$ cat src/rtl/mem_access_unit.sv
// mem_access_unit: RV32I MEM-stage load/store front end for a word-wide memory without byte enables
// Ports:
//   clk, reset (sync, active-high)
//   req_valid/req_ready/req_write/req_funct3/req_addr/req_wdata : request from EX/MEM
//   resp_valid/resp_rdata/resp_misaligned/resp_illegal          : one-cycle completion
//   mem_write/mem_address/mem_write_data/mem_read_data          : word-wide data memory
module mem_access_unit #(
  parameter int ADDR_WIDTH    = 32,
  parameter int MEM_ADDR_BITS = ADDR_WIDTH - 2,
  parameter int DATA_WIDTH    = 32
) (
  input  logic                     clk,
  input  logic                     reset,
  input  logic                     req_valid,
  output logic                     req_ready,
  input  logic                     req_write,
  input  logic [2:0]               req_funct3,
  input  logic [ADDR_WIDTH-1:0]    req_addr,
  input  logic [DATA_WIDTH-1:0]    req_wdata,
  output logic                     resp_valid,
  output logic [DATA_WIDTH-1:0]    resp_rdata,
  output logic                     resp_misaligned,
  output logic                     resp_illegal,
  output logic                     mem_write,
  output logic [MEM_ADDR_BITS-1:0] mem_address,
  output logic [DATA_WIDTH-1:0]    mem_write_data,
  input  logic [DATA_WIDTH-1:0]    mem_read_data
);
  typedef enum logic [2:0] {IDLE, READ, LOAD_RESP, WRITE, RMW_READ, RMW_MERGE, ERR} state_t;
  state_t state_q, state_d;
  logic [2:0] f3_q;
  logic [ADDR_WIDTH-1:0] addr_q;
  logic [DATA_WIDTH-1:0] wdata_q;
  logic ill_q, mis_q, ill_in, mis_in;
  logic [4:0] shamt;
  logic [15:0] lane;
  logic [DATA_WIDTH-1:0] lane_mask, mask, ins, load_data;
  always_comb begin
    ill_in = req_write ? (req_funct3[2] | &req_funct3[1:0]) : (&req_funct3[1:0] | &req_funct3[2:1]);
    mis_in = (req_funct3[1:0] == 2'b01 & req_addr[0]) | (req_funct3[1:0] == 2'b10 & |req_addr[1:0]);
    state_d = state_q == IDLE ? (req_valid ? ((ill_in | mis_in) ? ERR :
                                              !req_write ? READ :
                                              req_funct3[1] ? WRITE : RMW_READ) : IDLE) :
              state_q == READ ? LOAD_RESP :
              state_q == RMW_READ ? RMW_MERGE : IDLE;
    // funct3[0] distinguishes half (lane = addr[1]) from byte (lane = addr[1:0])
    shamt = f3_q[0] ? {addr_q[1], 4'b0000} : {addr_q[1:0], 3'b000};
    lane = 16'(mem_read_data >> shamt);
    load_data = f3_q[1] ? mem_read_data :
                f3_q[0] ? {{16{~f3_q[2] & lane[15]}}, lane} : {{24{~f3_q[2] & lane[7]}}, lane[7:0]};
    lane_mask = f3_q[0] ? 32'h0000_FFFF : 32'h0000_00FF;
    mask = lane_mask << shamt;
    ins = (wdata_q & lane_mask) << shamt;
    req_ready = !reset & state_q == IDLE;
    mem_write = !reset & (state_q == WRITE | state_q == RMW_MERGE);
    mem_address = (!reset & state_q inside {READ, RMW_READ, WRITE, RMW_MERGE}) ? addr_q[ADDR_WIDTH-1:2] : '0;
    mem_write_data = reset ? '0 :
                     state_q == WRITE ? wdata_q :
                     state_q == RMW_MERGE ? (mem_read_data & ~mask) | ins : '0;
    resp_valid = !reset & state_q inside {LOAD_RESP, WRITE, RMW_MERGE, ERR};
    resp_rdata = (!reset & state_q == LOAD_RESP) ? load_data : '0;
    resp_illegal = !reset & state_q == ERR & ill_q;
    resp_misaligned = !reset & state_q == ERR & mis_q;
  end
  always_ff @(posedge clk) begin
    if (reset) begin
      state_q <= IDLE;
      f3_q <= '0;
      addr_q <= '0;
      wdata_q <= '0;
      ill_q <= 1'b0;
      mis_q <= 1'b0;
    end else begin
      state_q <= state_d;
      if (state_q == IDLE && req_valid) begin
        f3_q <= req_funct3;
        addr_q <= req_addr;
        wdata_q <= req_wdata;
        ill_q <= ill_in;
        mis_q <= mis_in & !ill_in;
      end
    end
  end
endmodule

$ cat config.mk
export PLATFORM = sky130hd
export DESIGN_NAME = mem_access_unit
export DESIGN_NICKNAME = d
export VERILOG_FILES = /design/src/rtl/mem_access_unit.sv
export SDC_FILE = /design/constraint.sdc
export NUM_CORES = 1
export LEC_CHECK = 0
export BUFFER_PORTS_ARGS = -buffer_cell sky130_fd_sc_hd__buf_2
export CORE_MARGIN = 2
export CORE_UTILIZATION = 43
export CTS_CLUSTER_DIAMETER = 50
export DETAILED_ROUTE_END_ITERATION = 8
export PLACE_DENSITY = 0.78
export SLEW_MARGIN = 20
export SYNTH_ARGS = -nofsm -noshare
export SYNTH_HDL_FRONTEND = slang
export SYNTH_SLANG_ARGS = --single-unit
$ cat constraint.sdc
create_clock -name clk -period 1.8 [get_ports clk]
set_input_delay 0.27 -clock clk [delete_from_list [all_inputs] [get_ports clk]]
set_output_delay 0.27 -clock clk [all_outputs]
set_load 0.01 [all_outputs]
==> flow_summary.rst <==
.. list-table::
   :header-rows: 1

   * - Metric
     - Value
   * - Seq pwr share
     - 0.330
   * - Count of nets after finishing
     - 1,003
   * - Netlist Area Pre-Place
     - 0.00444 mm²
   * - Fraction of final layout cells sized beyond drive strength 1
     - 0.535
   * - Type of the worst min-delay path
     - primary input to flip-flop
   * - Top cell family by delay on the critical path
     - simple AND/OR/NAND/NOR gates
   * - Clock-pin slew on the worst setup and hold paths
     - 0.09 ns
   * - Remaining max-slew budget at the tightest pin
     - 0.585
   * - Number of rows created at floorplan
     - 37
   * - Final critical-path required period
     - 2.29 ns
   * - CTS root buffer
     - sky130_fd_sc_hd__clkbuf_8
   * - Commonest non-fill, non-tap cells in the layout
     - sky130_fd_sc_hd__buf_2, sky130_fd_sc_hd__nand2_1, sky130_fd_sc_hd__a21oi_1, sky130_fd_sc_hd__buf_6, sky130_fd_sc_hd__dfxtp_1
   * - Largest net degree at the start of global routing
     - 56
   * - Number of iterations in the first detailed-routing pass
     - 5
   * - Top cells by area in the synthesized netlist
     - sky130_fd_sc_hd__dfxtp_1, sky130_fd_sc_hd__nand2_1, sky130_fd_sc_hd__a21oi_1
   * - Area overhead of the layout relative to synthesis
     - 80.4%
   * - Vertical die dimension
     - 106 µm
   * - Total GRT Usage
     - 0.310
   * - Post-synthesis sequential area ratio
     - 0.324
   * - Final routed wire length divided by cell count
     - 21.0 µm
   * - Number of nets still failing antenna checks after routing
     - 0
   * - Required time worst endpoint
     - 1.53 ns
   * - Global route overflow
     - 0
   * - Final weighted congestion in routability-driven placement
     - 0.916
   * - Number of antenna violations at the first check in global routing
     - 0
   * - Yosys synthesis warning count
     - 0
   * - Portion of total power attributed to combinational logic
     - 0.417
   * - Number of flops mapped to enable cells by yosys
     - 0
   * - Number of fill cells
     - between 600 and 700
   * - Critical Path End Type
     - primary output
   * - Initial core utilization
     - 0.436
   * - Leakage
     - 3.60 nW
   * - Least-Margin Pin Slew
     - 0.623 ns
   * - Max Fanout on Critical Path
     - 6
   * - Violated checks
     - setup timing
   * - Clock latency on the worst-skew pair
     - 0.35 ns
   * - Areal power density over the cells
     - 733 mW/mm²
   * - Floorplan die area
     - 0.0112 mm²
   * - Chip width
     - 106 µm
   * - Startpoint types
     - flip-flop
   * - Startpoint of the worst setup timing path
     - state_q[0]$_SDFF_PP0_
   * - Area occupied by multi-input gates
     - 0.00357 mm²
   * - Number of instances in the synthesized netlist
     - approximately 640
   * - DRC violation count after routing
     - 0
   * - Origin of the critical flop-to-flop path
     - state_q[2]$_SDFF_PP0_
   * - Cell Count Post-Placement
     - 977
   * - Per-cell via count in the routed design
     - 5.99
   * - Hold buffers post-CTS
     - 0
   * - Part of the total power dissipated in the clock network
     - 0.253
   * - Post-synth top flop
     - sky130_fd_sc_hd__dfxtp_1
   * - Routed WL
     - 21,900 µm
   * - Delay of the slowest cell on the worst path
     - 0.61 ns
   * - Final count of hold timing violations
     - 0
   * - Internal power
     - about 3.7 mW
   * - Core area
     - 0.0102 mm²
   * - Max cap viols
     - 0
   * - Peak supply drop
     - 0.000650 V
   * - Via count of the first global-routing pass
     - 5,470
   * - Synthesized area divided by synthesized cell count
     - between 6 and 7 µm²
   * - Switching share of power
     - 0.364
   * - Post-Route Skew
     - 0.0169 ns
   * - Setup-failing EPs final
     - 108
   * - Port Buffers
     - 201
   * - Synthesized Nets
     - approximately 750
   * - Final slew viol count
     - 0
   * - Buf/Inv on CP
     - 2
   * - Clock tree from TritonCTS
     - yes
   * - Least setup slack across all paths after layout
     - -0.489 ns
   * - Maximum level of the CTS H-tree
     - 3
   * - CP arrival
     - 2.02 ns
   * - Clock buffer count from CTS
     - 9
   * - Min-delay src
     - req_wdata[16]
   * - First-pass GRT wire length
     - 27,800 µm
   * - Count of vias placed by the detailed router
     - ~6,200
   * - Max Clock Freq
     - around 440 MHz
   * - Maximum count of clock buffers along a single path
     - 2
   * - Net switching power of the design
     - 2.14 mW
   * - Diodes inserted
     - 0
   * - Most common cell after layout, fill and taps aside
     - sky130_fd_sc_hd__buf_2
   * - Cell with the largest stage delay on the worst path
     - sky130_fd_sc_hd__or4b_4
   * - Worst setup path category
     - flip-flop to primary output
   * - Cell type with the highest aggregate area in the netlist
     - sky130_fd_sc_hd__dfxtp_1
   * - Total clock sinks
     - 72
   * - Run status
     - finished with violations
   * - Number of design-rule violations left by the first detailed-router iteration
     - 700
   * - Top-level port count
     - 202
   * - RSZ-0062 raised after global routing
     - yes
   * - Cell chain of the critical path
     - or4b_4 -> a21oi_1 -> buf_4 -> o2bb2ai_4 -> buf_2
   * - Portion of synthesized cell area occupied by the leading cell type
     - 0.324
   * - Register bit count reported by yosys
     - 72
   * - Netlist cell types
     - 49
   * - Post-synthesis async set-or-reset flop share
     - 0
   * - Seq. cell area
     - approximately 0.0015 mm²
   * - Final-layout setup total negative slack
     - -28.93 ns
   * - DP Wirelength
     - approximately 11,000 µm
   * - Portion of the clock cycle consumed by the worst path in the final layout
     - 1.27
   * - Post-Layout Cell Count
     - between 1,000 and 1,500
==> per-stage QoR <==
step / hold WS (ns) / power, mW / setup WS (ns) / instance area (µm²) / util
2_1_floorplan: 0.406 / 2.86 / -0.0174 / 4580 / -
3_3_place_gp: 0.435 / 3.45 / -0.112 / 6010 / 0.590
3_5_place_dp: 0.441 / 3.47 / -0.138 / 6010 / 0.590
4_1_cts: 0.144 / 5.30 / -0.408 / 7260 / 0.713
5_1_grt: 0.141 / 6.10 / -0.528 / 8010 / 0.787
6_report: 0.153 / 5.88 / -0.489 / 8010 / 0.787
==> flip-flops by register name, summed over array words and instances, names as in the netlist <==
signal	flops
addr_q	32
wdata_q	32
f3_q	3
state_q	3
ill_q	1
mis_q	1
==> cell families after synthesis <==
| kind of cell | share of synthesized area |
|---|---|
| muxes | 0.0436 |
| AOI/OAI and AO/OA | 0.259 |
| and+or+nand+nor | 0.306 |
| xor gates and xnor gates | 0.00197 |
| buffers and inverters | 0.0656 |
| DFF | 0.324 |
==> metal layers <==
layer | GRT usage | share of wire | vias up | wire (µm)
li1 | - | - | 2738 | -
met4 | 0.147 | 0.069 | 0 | 1510
met3 | 0.0785 | 0.097 | 139 | 2140
met5 | 0 | 0 | - | 0
met1 | 0.366 | 0.35 | 2890 | 7720
met2 | 0.525 | 0.48 | 471 | 10500
==> cells in the mapped netlist (4+ instances only) <==
master and number:
sky130_fd_sc_hd__a21o_1 10, sky130_fd_sc_hd__a21oi_1 115, sky130_fd_sc_hd__a22o_1 8, sky130_fd_sc_hd__and2_1 30, sky130_fd_sc_hd__buf_2 14, sky130_fd_sc_hd__clkbuf_1 40, sky130_fd_sc_hd__dfxtp_1 72, sky130_fd_sc_hd__inv_1 9
sky130_fd_sc_hd__mux2i_1 16, sky130_fd_sc_hd__nand2_1 171, sky130_fd_sc_hd__nand3_1 8, sky130_fd_sc_hd__nor2_1 22, sky130_fd_sc_hd__nor2b_1 20, sky130_fd_sc_hd__nor3_1 17, sky130_fd_sc_hd__nor3b_1 7, sky130_fd_sc_hd__o211ai_1 4
sky130_fd_sc_hd__o21ai_0 12, sky130_fd_sc_hd__o221ai_1 12, sky130_fd_sc_hd__o22ai_1 9, sky130_fd_sc_hd__o2bb2ai_1 5
==> power by group through the flow <==
stage               sequential, mW  clock, mW  combinational, mW
floorplan                     1.87          0              0.989
CTS                           1.89       1.48               1.93
global route                  1.94       1.58               2.57
finish                        1.94       1.49               2.45
global placement              1.90          0               1.55
detailed placement            1.91          0               1.56
==> final timing paths <==
kind                                   end  slack [ns]  depth (start not counted)
setup reg to reg   addr_q[26]$_SDFFE_PP0P_       -0.06                          7
hold reg to reg   wdata_q[29]$_SDFFE_PP0P_        0.46                          2
hold / removal    wdata_q[16]$_SDFFE_PP0P_        0.15                          3
setup / recovery            resp_rdata[14]       -0.49                          5
==> tightest hold or removal path, stage by stage <==
cell and delay (ns):
sky130_fd_sc_hd__buf_2 0.10, sky130_fd_sc_hd__nand2_1 0.05, sky130_fd_sc_hd__a21oi_1 0.05
==> layout make-up <==
type / count / area share
repair buffers: 302 / 0.317
inverters: 11 / 0.00546
flip-flops and latches: 72 / 0.182
well taps: 136 / 0.0212
multi-input cells: 504 / 0.446
clock buffers: 10 / 0.0172
clock inverters: 6 / 0.0116
==> timing repair <==
action,4_1_cts,5_1_grt
buffers inserted,24,9
endpoints found under the setup margin,96,138
gates cloned,12,8
resized for setup,163,122
pin swaps,89,48
Note: power is estimated with default switching activity, not from simulation.
